File: config.mk
export PLATFORM = sky130hd
export DESIGN_NAME = avalon_debug_event_poller
export DESIGN_NICKNAME = d
export VERILOG_FILES = /design/src/rtl/avalon_debug_event_poller.sv
export SDC_FILE = /design/constraint.sdc
export NUM_CORES = 1
export LEC_CHECK = 0
export CAP_MARGIN = 20
export CORE_ASPECT_RATIO = 0.8
export CORE_MARGIN = 2
export CORE_UTILIZATION = 25
export DETAILED_ROUTE_END_ITERATION = 6
export PLACE_DENSITY_LB_ADDON = 0.2
export SLEW_MARGIN = 20
export SYNTH_ARGS = -nofsm -noshare
export SYNTH_HDL_FRONTEND = slang
export SYNTH_SLANG_ARGS = --single-unit
export TNS_END_PERCENT = 5
File: constraint.sdc
create_clock -name clock -period 5.3 [get_ports clock]
set_clock_uncertainty 0.05 [all_clocks]
set_input_delay 1.06 -clock clock [delete_from_list [all_inputs] [get_ports clock]]
set_output_delay 1.06 -clock clock [all_outputs]
set_load 0.01 [all_outputs]
File: src/rtl/avalon_debug_event_poller.sv
// avalon_debug_event_poller
//
// Avalon-MM read master that periodically polls a single-register debug-event
// capture slave. Each 64-bit snapshot carries an 8-bit sequence counter in
// [63:56] and the latest 5-bit debug code in [4:0]. A change of sequence
// number is treated as a new event. The number of events missed between polls
// is computed, and a {code, seq, gap} record is queued in a FIFO for
// downstream logging.
//
// Parameters
//   POLL_INTERVAL  idle cycles between the end of one poll and the next read
//   DEPTH          event FIFO depth (power of two, >= 2)
//
// Ports
//   clock, reset             clock (rising edge), async active-low reset
//   io_Avalon_address        always 0
//   io_Avalon_read           read strobe, held until waitrequest drops
//   io_Avalon_readdata       slave snapshot
//   io_Avalon_waitrequest    slave stall
//   io_enable                enables polling; an in-flight poll always completes
//   io_evt_valid/ready       event stream handshake (valid = FIFO non-empty)
//   io_evt_code/seq/gap      FIFO head record
//   io_evt_time              read-accept timestamp of the head record
//   io_dropped               saturating count of records lost to a full FIFO
//
// Optional feature macro: DBG_POLL_TIMESTAMP_EN
//   When defined, a 32-bit free-running cycle counter is sampled at each
//   read-accept cycle and stored with the record. When undefined, the counter
//   and the FIFO timestamp field are absent and io_evt_time is tied to 0.
//
// state | meaning
// IDLE  | counting interval cycles while enabled; counter holds when disabled
// READ  | read strobe high, waiting for waitrequest low to capture the snapshot
// EVAL  | compare snapshot seq against last_seq, push or drop the record

module avalon_debug_event_poller #(
  parameter int POLL_INTERVAL = 16,
  parameter int DEPTH         = 8
) (
  input  logic        clock,
  input  logic        reset,
  output logic        io_Avalon_address,
  output logic        io_Avalon_read,
  input  logic [63:0] io_Avalon_readdata,
  input  logic        io_Avalon_waitrequest,
  input  logic        io_enable,
  output logic        io_evt_valid,
  input  logic        io_evt_ready,
  output logic [4:0]  io_evt_code,
  output logic [7:0]  io_evt_seq,
  output logic [7:0]  io_evt_gap,
  output logic [31:0] io_evt_time,
  output logic [15:0] io_dropped
);

  localparam int CW = (POLL_INTERVAL > 1) ? $clog2(POLL_INTERVAL) : 1;
  localparam int AW = $clog2(DEPTH);
  localparam logic [CW-1:0] CNT_LAST = CW'(POLL_INTERVAL - 1);
  localparam logic [AW:0]   FULL_CNT = (AW+1)'(DEPTH);

  typedef enum logic [1:0] {
    ST_IDLE = 2'd0,
    ST_READ = 2'd1,
    ST_EVAL = 2'd2
  } state_t;

  typedef struct packed {
    logic [4:0]  code;
    logic [7:0]  seq;
    logic [7:0]  gap;
`ifdef DBG_POLL_TIMESTAMP_EN
    logic [31:0] ts;
`endif
  } rec_t;

  state_t        state_q, state_d;
  logic [CW-1:0] cnt_q, cnt_d;
  logic          read_q, read_d;
  logic [7:0]    snap_seq_q, snap_seq_d;
  logic [4:0]    snap_code_q, snap_code_d;
  logic [7:0]    last_seq_q, last_seq_d;
  logic [AW-1:0] wr_ptr_q, wr_ptr_d;
  logic [AW-1:0] rd_ptr_q, rd_ptr_d;
  logic [AW:0]   count_q, count_d;
  logic [15:0]   dropped_q, dropped_d;
  rec_t          mem_q [DEPTH];
  rec_t          mem_d [DEPTH];

`ifdef DBG_POLL_TIMESTAMP_EN
  logic [31:0]   ts_q, ts_d;
  logic [31:0]   snap_ts_q, snap_ts_d;
`endif

  logic          evt_new;
  logic          pop;
  logic          push;
  logic          fifo_full;
  rec_t          new_rec;
  rec_t          head;

  // Only the sequence and code fields of the snapshot are meaningful.
  logic [50:0]   unused_readdata;
  assign unused_readdata = io_Avalon_readdata[55:5];

  always_comb begin
    state_d     = state_q;
    cnt_d       = cnt_q;
    snap_seq_d  = snap_seq_q;
    snap_code_d = snap_code_q;
    last_seq_d  = last_seq_q;
    evt_new     = 1'b0;
`ifdef DBG_POLL_TIMESTAMP_EN
    ts_d        = ts_q + 32'd1;
    snap_ts_d   = snap_ts_q;
`endif
    case (state_q)
      ST_IDLE: begin
        if (io_enable) begin
          if (cnt_q == CNT_LAST) begin
            cnt_d   = '0;
            state_d = ST_READ;
          end else begin
            cnt_d = cnt_q + 1'b1;
          end
        end
      end
      ST_READ: begin
        if (!io_Avalon_waitrequest) begin
          snap_seq_d  = io_Avalon_readdata[63:56];
          snap_code_d = io_Avalon_readdata[4:0];
`ifdef DBG_POLL_TIMESTAMP_EN
          snap_ts_d   = ts_q;
`endif
          state_d     = ST_EVAL;
        end
      end
      ST_EVAL: begin
        evt_new    = (snap_seq_q != last_seq_q);
        last_seq_d = snap_seq_q;
        state_d    = ST_IDLE;
      end
      default: state_d = ST_IDLE;
    endcase
    // Registered strobe: rises on entry to READ, falls the cycle after accept.
    read_d = (state_d == ST_READ);
  end

  always_comb begin
    new_rec      = '0;
    new_rec.code = snap_code_q;
    new_rec.seq  = snap_seq_q;
    // 8-bit wrap gives the missed-event count across sequence roll-over.
    new_rec.gap  = snap_seq_q - last_seq_q - 8'd1;
`ifdef DBG_POLL_TIMESTAMP_EN
    new_rec.ts   = snap_ts_q;
`endif
  end

  assign fifo_full = (count_q == FULL_CNT);
  assign pop       = (count_q != '0) && io_evt_ready;
  // A pop in the same cycle frees the head slot, so a full FIFO still accepts.
  assign push      = evt_new && (!fifo_full || pop);

  always_comb begin
    mem_d     = mem_q;
    wr_ptr_d  = wr_ptr_q;
    rd_ptr_d  = rd_ptr_q;
    count_d   = count_q;
    dropped_d = dropped_q;
    if (push) begin
      mem_d[wr_ptr_q] = new_rec;
      wr_ptr_d        = wr_ptr_q + 1'b1;
    end
    if (pop) begin
      rd_ptr_d = rd_ptr_q + 1'b1;
    end
    case ({push, pop})
      2'b10:   count_d = count_q + 1'b1;
      2'b01:   count_d = count_q - 1'b1;
      default: count_d = count_q;
    endcase
    if (evt_new && !push && (dropped_q != 16'hFFFF)) begin
      dropped_d = dropped_q + 16'd1;
    end
  end

  always_ff @(posedge clock or negedge reset) begin
    if (!reset) begin
      state_q     <= ST_IDLE;
      cnt_q       <= '0;
      read_q      <= 1'b0;
      snap_seq_q  <= '0;
      snap_code_q <= '0;
      last_seq_q  <= '0;
      wr_ptr_q    <= '0;
      rd_ptr_q    <= '0;
      count_q     <= '0;
      dropped_q   <= '0;
      for (int i = 0; i < DEPTH; i++) begin
        mem_q[i] <= '0;
      end
`ifdef DBG_POLL_TIMESTAMP_EN
      ts_q        <= '0;
      snap_ts_q   <= '0;
`endif
    end else begin
      state_q     <= state_d;
      cnt_q       <= cnt_d;
      read_q      <= read_d;
      snap_seq_q  <= snap_seq_d;
      snap_code_q <= snap_code_d;
      last_seq_q  <= last_seq_d;
      wr_ptr_q    <= wr_ptr_d;
      rd_ptr_q    <= rd_ptr_d;
      count_q     <= count_d;
      dropped_q   <= dropped_d;
      mem_q       <= mem_d;
`ifdef DBG_POLL_TIMESTAMP_EN
      ts_q        <= ts_d;
      snap_ts_q   <= snap_ts_d;
`endif
    end
  end

  assign head = mem_q[rd_ptr_q];

  assign io_Avalon_address = 1'b0;
  assign io_Avalon_read    = read_q;
  assign io_evt_valid      = (count_q != '0);
  assign io_evt_code       = head.code;
  assign io_evt_seq        = head.seq;
  assign io_evt_gap        = head.gap;
  assign io_dropped        = dropped_q;
`ifdef DBG_POLL_TIMESTAMP_EN
  assign io_evt_time       = head.ts;
`else
  assign io_evt_time       = 32'd0;
`endif

endmodule

==> reports/qor.csv, run 1 <==
metric;value;unit
die_x;233;µm
path_clk_slew;0.06;ns
seq_area_frac_synth;52.9;%
cp-end-kind;primary output;
totalNegativeSetupSlack;0;ns
die_y;187;µm
fin_ws;1.12;ns
path_cells;buf_12 -> mux4_2 -> mux2_2 -> clkdlybuf4s50_1;
final_common_cell;dfrtp_1;
clock_latency;0.54;ns
crit_buf_inv;2;
cts_tree;yes;
h-tree-depth;1;
fmax;239;MHz
antenna_found_initial;0;
setup_violations;0;
grt_pass1_vias;6322;
p_leak;0.00575;µW
gp_congestion;0.722;
cts_resized;0;
seq_area;0.00556;mm²
layout-drive-gt1-share;40.0;%
dp_slack;1.49;ns
required;4.19;ns
worst_pin_slew;1.02;ns
vdd_drop_max;0.291;mV
synth-edff-count;0;
wl_per_cell;17.8;µm
drt-pass1-iter-count;4;
die_area;0.0437;mm²
reg2reg_setup_slack;1.94;ns
syn-mean-instance-area;14.5;µm²
yosys_warnings;0;
crit_path_start_kind;register;
path_delay_family;flip-flops;
port_buffers;56;
path_max_fanout;25;
cts_setup_buffers;0;
ys_seq_elements;222;
initial_core_util;25.2;%
period_minus_slack;4.18;ns
crit_path_top_delay_cell;dfrtp_2;
final_hold_viol_count;0;
vias;5879;
fin_nets;863;
rsz0062_at_grt;no;
track_usage;11.3;%
netlist_area;0.0105;mm²
max_stage_delay;0.86;ns
async_flop_share;100;%
drc;0;
multi_input_area;0.00459;mm²
powerDensity;451;mW/mm²
clock_sinks;222;
status;finished, final reports clean;
hold_buffers;0;
fin_crit_sh;78.9;%
fillers;4170;
synth_top_flop_cell;dfrtp_1;
slew_headroom;32.0;%
cts_buffers;26;
layout_common_cells;dfrtp_1, mux2_2, clkdlybuf4s50_1, mux4_2, conb_1;
report.final.slew_viol_count;0;
viasPerCell;4.36;
overflow;0;
crit_type;reg2out;
areaGrowthSynthToFinish;18.9;%
dpl.hpwl;14400;µm
crit_arrival;3.07;ns
max_cap_viol_count;0;
synthesis.instances;725;
grt_pass1_wl;38400;µm
cts_buffer_depth;3;
grt_max_degree;109;
hold_path_class;reg2reg;
coreArea;0.0417;mm²
drt_iter0_drc;281;
ant_nets;0;
num_io_pins;141;
num_antenna_cells;0;
totalWireLength;24000;µm
synth_cell_types;45;
rows;67;
cts-root-buf;clkbuf_16;
-- power breakdown --
group,leakage [µW],switching [µW],internal (µW)
combinational,0.00225,842,668
clock,0.000441,729,1120
sequential,0.00305,371,1890
-- cell usage after synthesis (8+ instances only) --
cell,count,share of area [%]
a21oi_1,13,0.62
buf_1,8,0.29
buf_2,15,0.72
buf_4,34,2.4
clkbuf_1,18,0.64
dfrtp_1,222,53
ha_1,13,1.5
inv_1,13,0.46
mux2_2,208,22
mux4_2,42,9.0
nand2_1,25,0.89
nand3_1,11,0.52
nand4_1,11,0.66
o21ai_0,11,0.52
xnor2_1,22,1.8
-- registers in the layout (all words and copies together) (netlist names) --
| register | cells |
|---|---|
| io_dropped | 16 |
| wr_ptr_q | 3 |
| state_q | 2 |
| io_Avalon_read | 1 |
| snap_code_q | 5 |
| cnt_q | 4 |
| snap_seq_q | 8 |
| count_q | 4 |
| mem_q | 168 |
| rd_ptr_q | 3 |
| last_seq_q | 8 |
-- stage by stage --
stage / util (%) / area [µm²] / total power, µW / hold slack, ns / std cells
6_report: 29.9 / 12500 / 5620 / 0.449 / 1349
5_1_grt: 29.9 / 12500 / 6010 / 0.464 / 1349
4_1_cts: 29.9 / 12500 / 5730 / 0.452 / 1349
3_5_place_dp: 27.8 / 11600 / 3840 / 0.437 / 1303
3_3_place_gp: 27.8 / 11600 / 3840 / 0.433 / 1303
2_1_floorplan: - / 10600 / 3270 / 0.406 / 757
-- metal layers --
metal / track usage, % / wire length, µm / vias to the layer above
met3: 2.23 / 796 / 35
li1: - / - / 2697
met5: 0 / 0 / -
met2: 17.0 / 10600 / 86
met4: 2.45 / 480 / 0
met1: 16.9 / 12100 / 3061
-- final timing paths --
kind,from,to,cells after the start
max,rd_ptr_q[0],io_evt_seq[4],4
min,mem_q[28],mem_q[28],1
max reg2reg,snap_seq_q[0],mem_q[111],7
min reg2reg,mem_q[28],mem_q[28],1
max in group asynchronous,reset,mem_q[6],2
min in group asynchronous,reset,cnt_q[3],1
-- area by class of cell --
| class | instances | area share (%) |
|---|---|---|
| Clock buffer | 37 | 6.28 |
| Clock inverter | 9 | 0.832 |
| Inverter | 13 | 0.391 |
| Multi-Input combinational cell | 445 | 36.8 |
| Sequential cell | 222 | 44.5 |
| Tap cell | 552 | 5.53 |
| Timing Repair Buffer | 71 | 5.64 |
-- kinds of logic after synthesis --
family	count (synthesis)	share of synthesized area, %
multiplexers	251	31.4
flip-flops	222	52.9
buffers and inverters	90	4.76
AND/OR/NAND/NOR	84	4.52
AO/OA/AOI/OAI	35	2.09
XOR/XNOR	27	2.32
adder cells (fa/ha/maj)	15	1.93
other	1	0.0357
-- worst register-to-register path: stages (launching register included) --
cell and delay [ns]:
dfrtp_1 0.51, ha_1 0.48, nand3_1 0.26, o31ai_4 0.14
nand2b_1 0.39, nor4b_4 0.59, buf_4 0.41, mux2_2 0.40
No activity file was read; power rests on OpenSTA's default activity.
==> run 2: changes to the inputs <==
- clock period: 5.3 -> 3.9 ns (I/O delays scaled with it)
==> reports/qor.csv, run 2 (synthesized netlist as in run 1, its figures left out) <==
metric;value;unit;change
status;finished, final reports clean;;
viasPerCell;4.31;;-1.2%
fin_nets;877;;+1.6%
top_register;mem_q;;
internal-power;4850;µW;+32%
rsz0062_at_grt;no;;
stdcell_count;1362;;+0.96%
vdd_drop_max;0.388;mV;+33%
cts_buffer_depth;3;;unchanged
placed_cells;1318;;+1.2%
path_clk_slew;0.06;ns;about the same
cts_resized;0;;unchanged
slew_headroom;45.7;%;+14 points
p_leak;0.00577;µW;+0.34%
gp_congestion;0.749;;+3.8%
crit_arrival;2.66;ns;-0.41 ns
rows;67;;unchanged
hold_path_class;in2async;;
pwr-share-clk;30.1;%;-2.8 points
period_minus_slack;3.49;ns;
num_antenna_cells;0;;unchanged
areaGrowthSynthToFinish;19.0;%;
max_stage_delay;0.67;ns;-0.19 ns
powerDensity;597;mW/mm²;+33%
sw_frac_of_total;35.0;%;+0.47 points
seq_power_share;39.4;%;-0.8 points
path_delay_family;buffers and inverters;;
overflow;0;;unchanged
clock_sinks;222;;unchanged
final_common_cell;dfrtp_1;;
cts-root-buf;clkbuf_16;;
switching_power;2610;µW;+35%
layout_common_cells;dfrtp_1, mux2_2, clkdlybuf4s50_1, mux4_2, conb_1;;
ant_nets;0;;unchanged
layout-drive-gt1-share;40.2;%;+0.22 points
fillers;4155;;-0.36%
num_io_pins;141;;unchanged
die_area;0.0437;mm²;unchanged
setup_violations;0;;unchanged
die_x;233;µm;unchanged
grt_pass1_wl;38900;µm;+1.2%
cts_buffers;25;;-3.8%
vias;5866;;-0.22%
drt_iter0_drc;205;;-27%
antenna_found_initial;0;;unchanged
cts_setup_buffers;0;;unchanged
wl_per_cell;18.0;µm;+1.4%
crit_type;reg2out;;
hold_buffers;0;;unchanged
crit_path_top_delay_cell;dfrtp_2;;
track_usage;11.5;%;+0.20 points
largest_reg_flops;168;;unchanged
comb_power_share;30.5;%;+3.7 points
report.final.slew_viol_count;0;;unchanged
worst_pin_slew;0.814;ns;-0.206 ns
die_y;187;µm;unchanged
multi_input_area;0.00459;mm²;unchanged
coreArea;0.0417;mm²;unchanged
seq_area;0.00556;mm²;unchanged
fmax;287;MHz;
grt_pass1_vias;6391;;+1.1%
cp-end-kind;primary output;;
port_buffers;56;;unchanged
final_hold_viol_count;0;;unchanged
clock_latency;0.52;ns;-0.02 ns
path_max_fanout;28;;+12%
max_cap_viol_count;0;;unchanged
crit_path_start_kind;register;;
path_cells;buf_12 -> mux4_2 -> mux2_2 -> clkdlybuf4s50_1;;
drc;0;;unchanged
drt-pass1-iter-count;4;;unchanged
grt_max_degree;100;;-8.3%
totalWireLength;24500;µm;+2.4%
crit_buf_inv;2;;unchanged
totalNegativeSetupSlack;0;ns;unchanged
h-tree-depth;1;;unchanged
initial_core_util;25.2;%;unchanged
dpl.hpwl;15300;µm;+6.5%
fin_crit_sh;89.5;%;
required;3.07;ns;-1.12 ns
cts_tree;yes;;
==> run 2: cell count changes in the layout (fill, tap and decap cells not counted) <==
cell / delta
inv_8: -1
clkbuf_8: +1
buf_4: +14
clkbuf_1: +6
bufinv_16: -2
clkinv_2: -3
clkbuf_16: -2
clkinvlp_4: -1
buf_12: +1
==> run 2: power groups by stage <==
stage	clock (µW)	sequential (µW)	combinational (µW)
6_report	2250	2940	2280
3_3_place_gp	0	2980	2310
5_1_grt	2440	3000	2500
3_5_place_dp	0	2980	2300
4_1_cts	2340	2940	2310
2_1_floorplan	0	2760	1680
==> run 2: area by class of cell <==
type,count,area share (%)
inverters,13,0.391
well taps,552,5.53
multi-input cells,445,36.7
clock buffers,42,6.16
flip-flops and latches,222,44.5
clock inverters,2,0.0801
repair buffers,86,6.63
==> run 2: worst paths after layout <==
| path | cells after the start | end | slack, ns | start |
|---|---|---|---|---|
| hold / removal | 1 | cnt_q[1] | 0.26 | reset |
| setup reg to reg | 7 | mem_q[9] | 0.67 | snap_seq_q[0] |
| max in group asynchronous | 2 | mem_q[114] | 2.62 | reset |
| setup / recovery | 4 | io_evt_seq[7] | 0.41 | rd_ptr_q[1] |
| min in group clock | 1 | mem_q[25] | 0.45 | mem_q[25] |
| hold reg to reg | 1 | mem_q[25] | 0.45 | mem_q[25] |
==> run 2: per-stage QoR <==
stage | cell area (µm²) | total power [µW] | setup slack [ns] | hold WS [ns] | util (%)
floorplan | 10600 | 4440 | 1.05 | 0.406 | -
global placement | 11700 | 5290 | 0.670 | 0.429 | 28.1
detailed placement | 11700 | 5290 | 0.672 | 0.430 | 28.1
CTS | 12500 | 7590 | 0.349 | 0.293 | 30.0
global route | 12500 | 7940 | 0.301 | 0.317 | 30.0
finish | 12500 | 7460 | 0.410 | 0.260 | 30.0
==> run 2: metal layers <==
layer | wire, µm | global-route usage [%] | up-vias | share of wire, %
met5 | 0 | 0 | - | 0
met4 | 391 | 2.20 | 0 | 1.6
met3 | 735 | 2.18 | 27 | 3.0
met2 | 10800 | 17.3 | 79 | 44
met1 | 12600 | 17.3 | 3048 | 51
li1 | - | - | 2712 | -
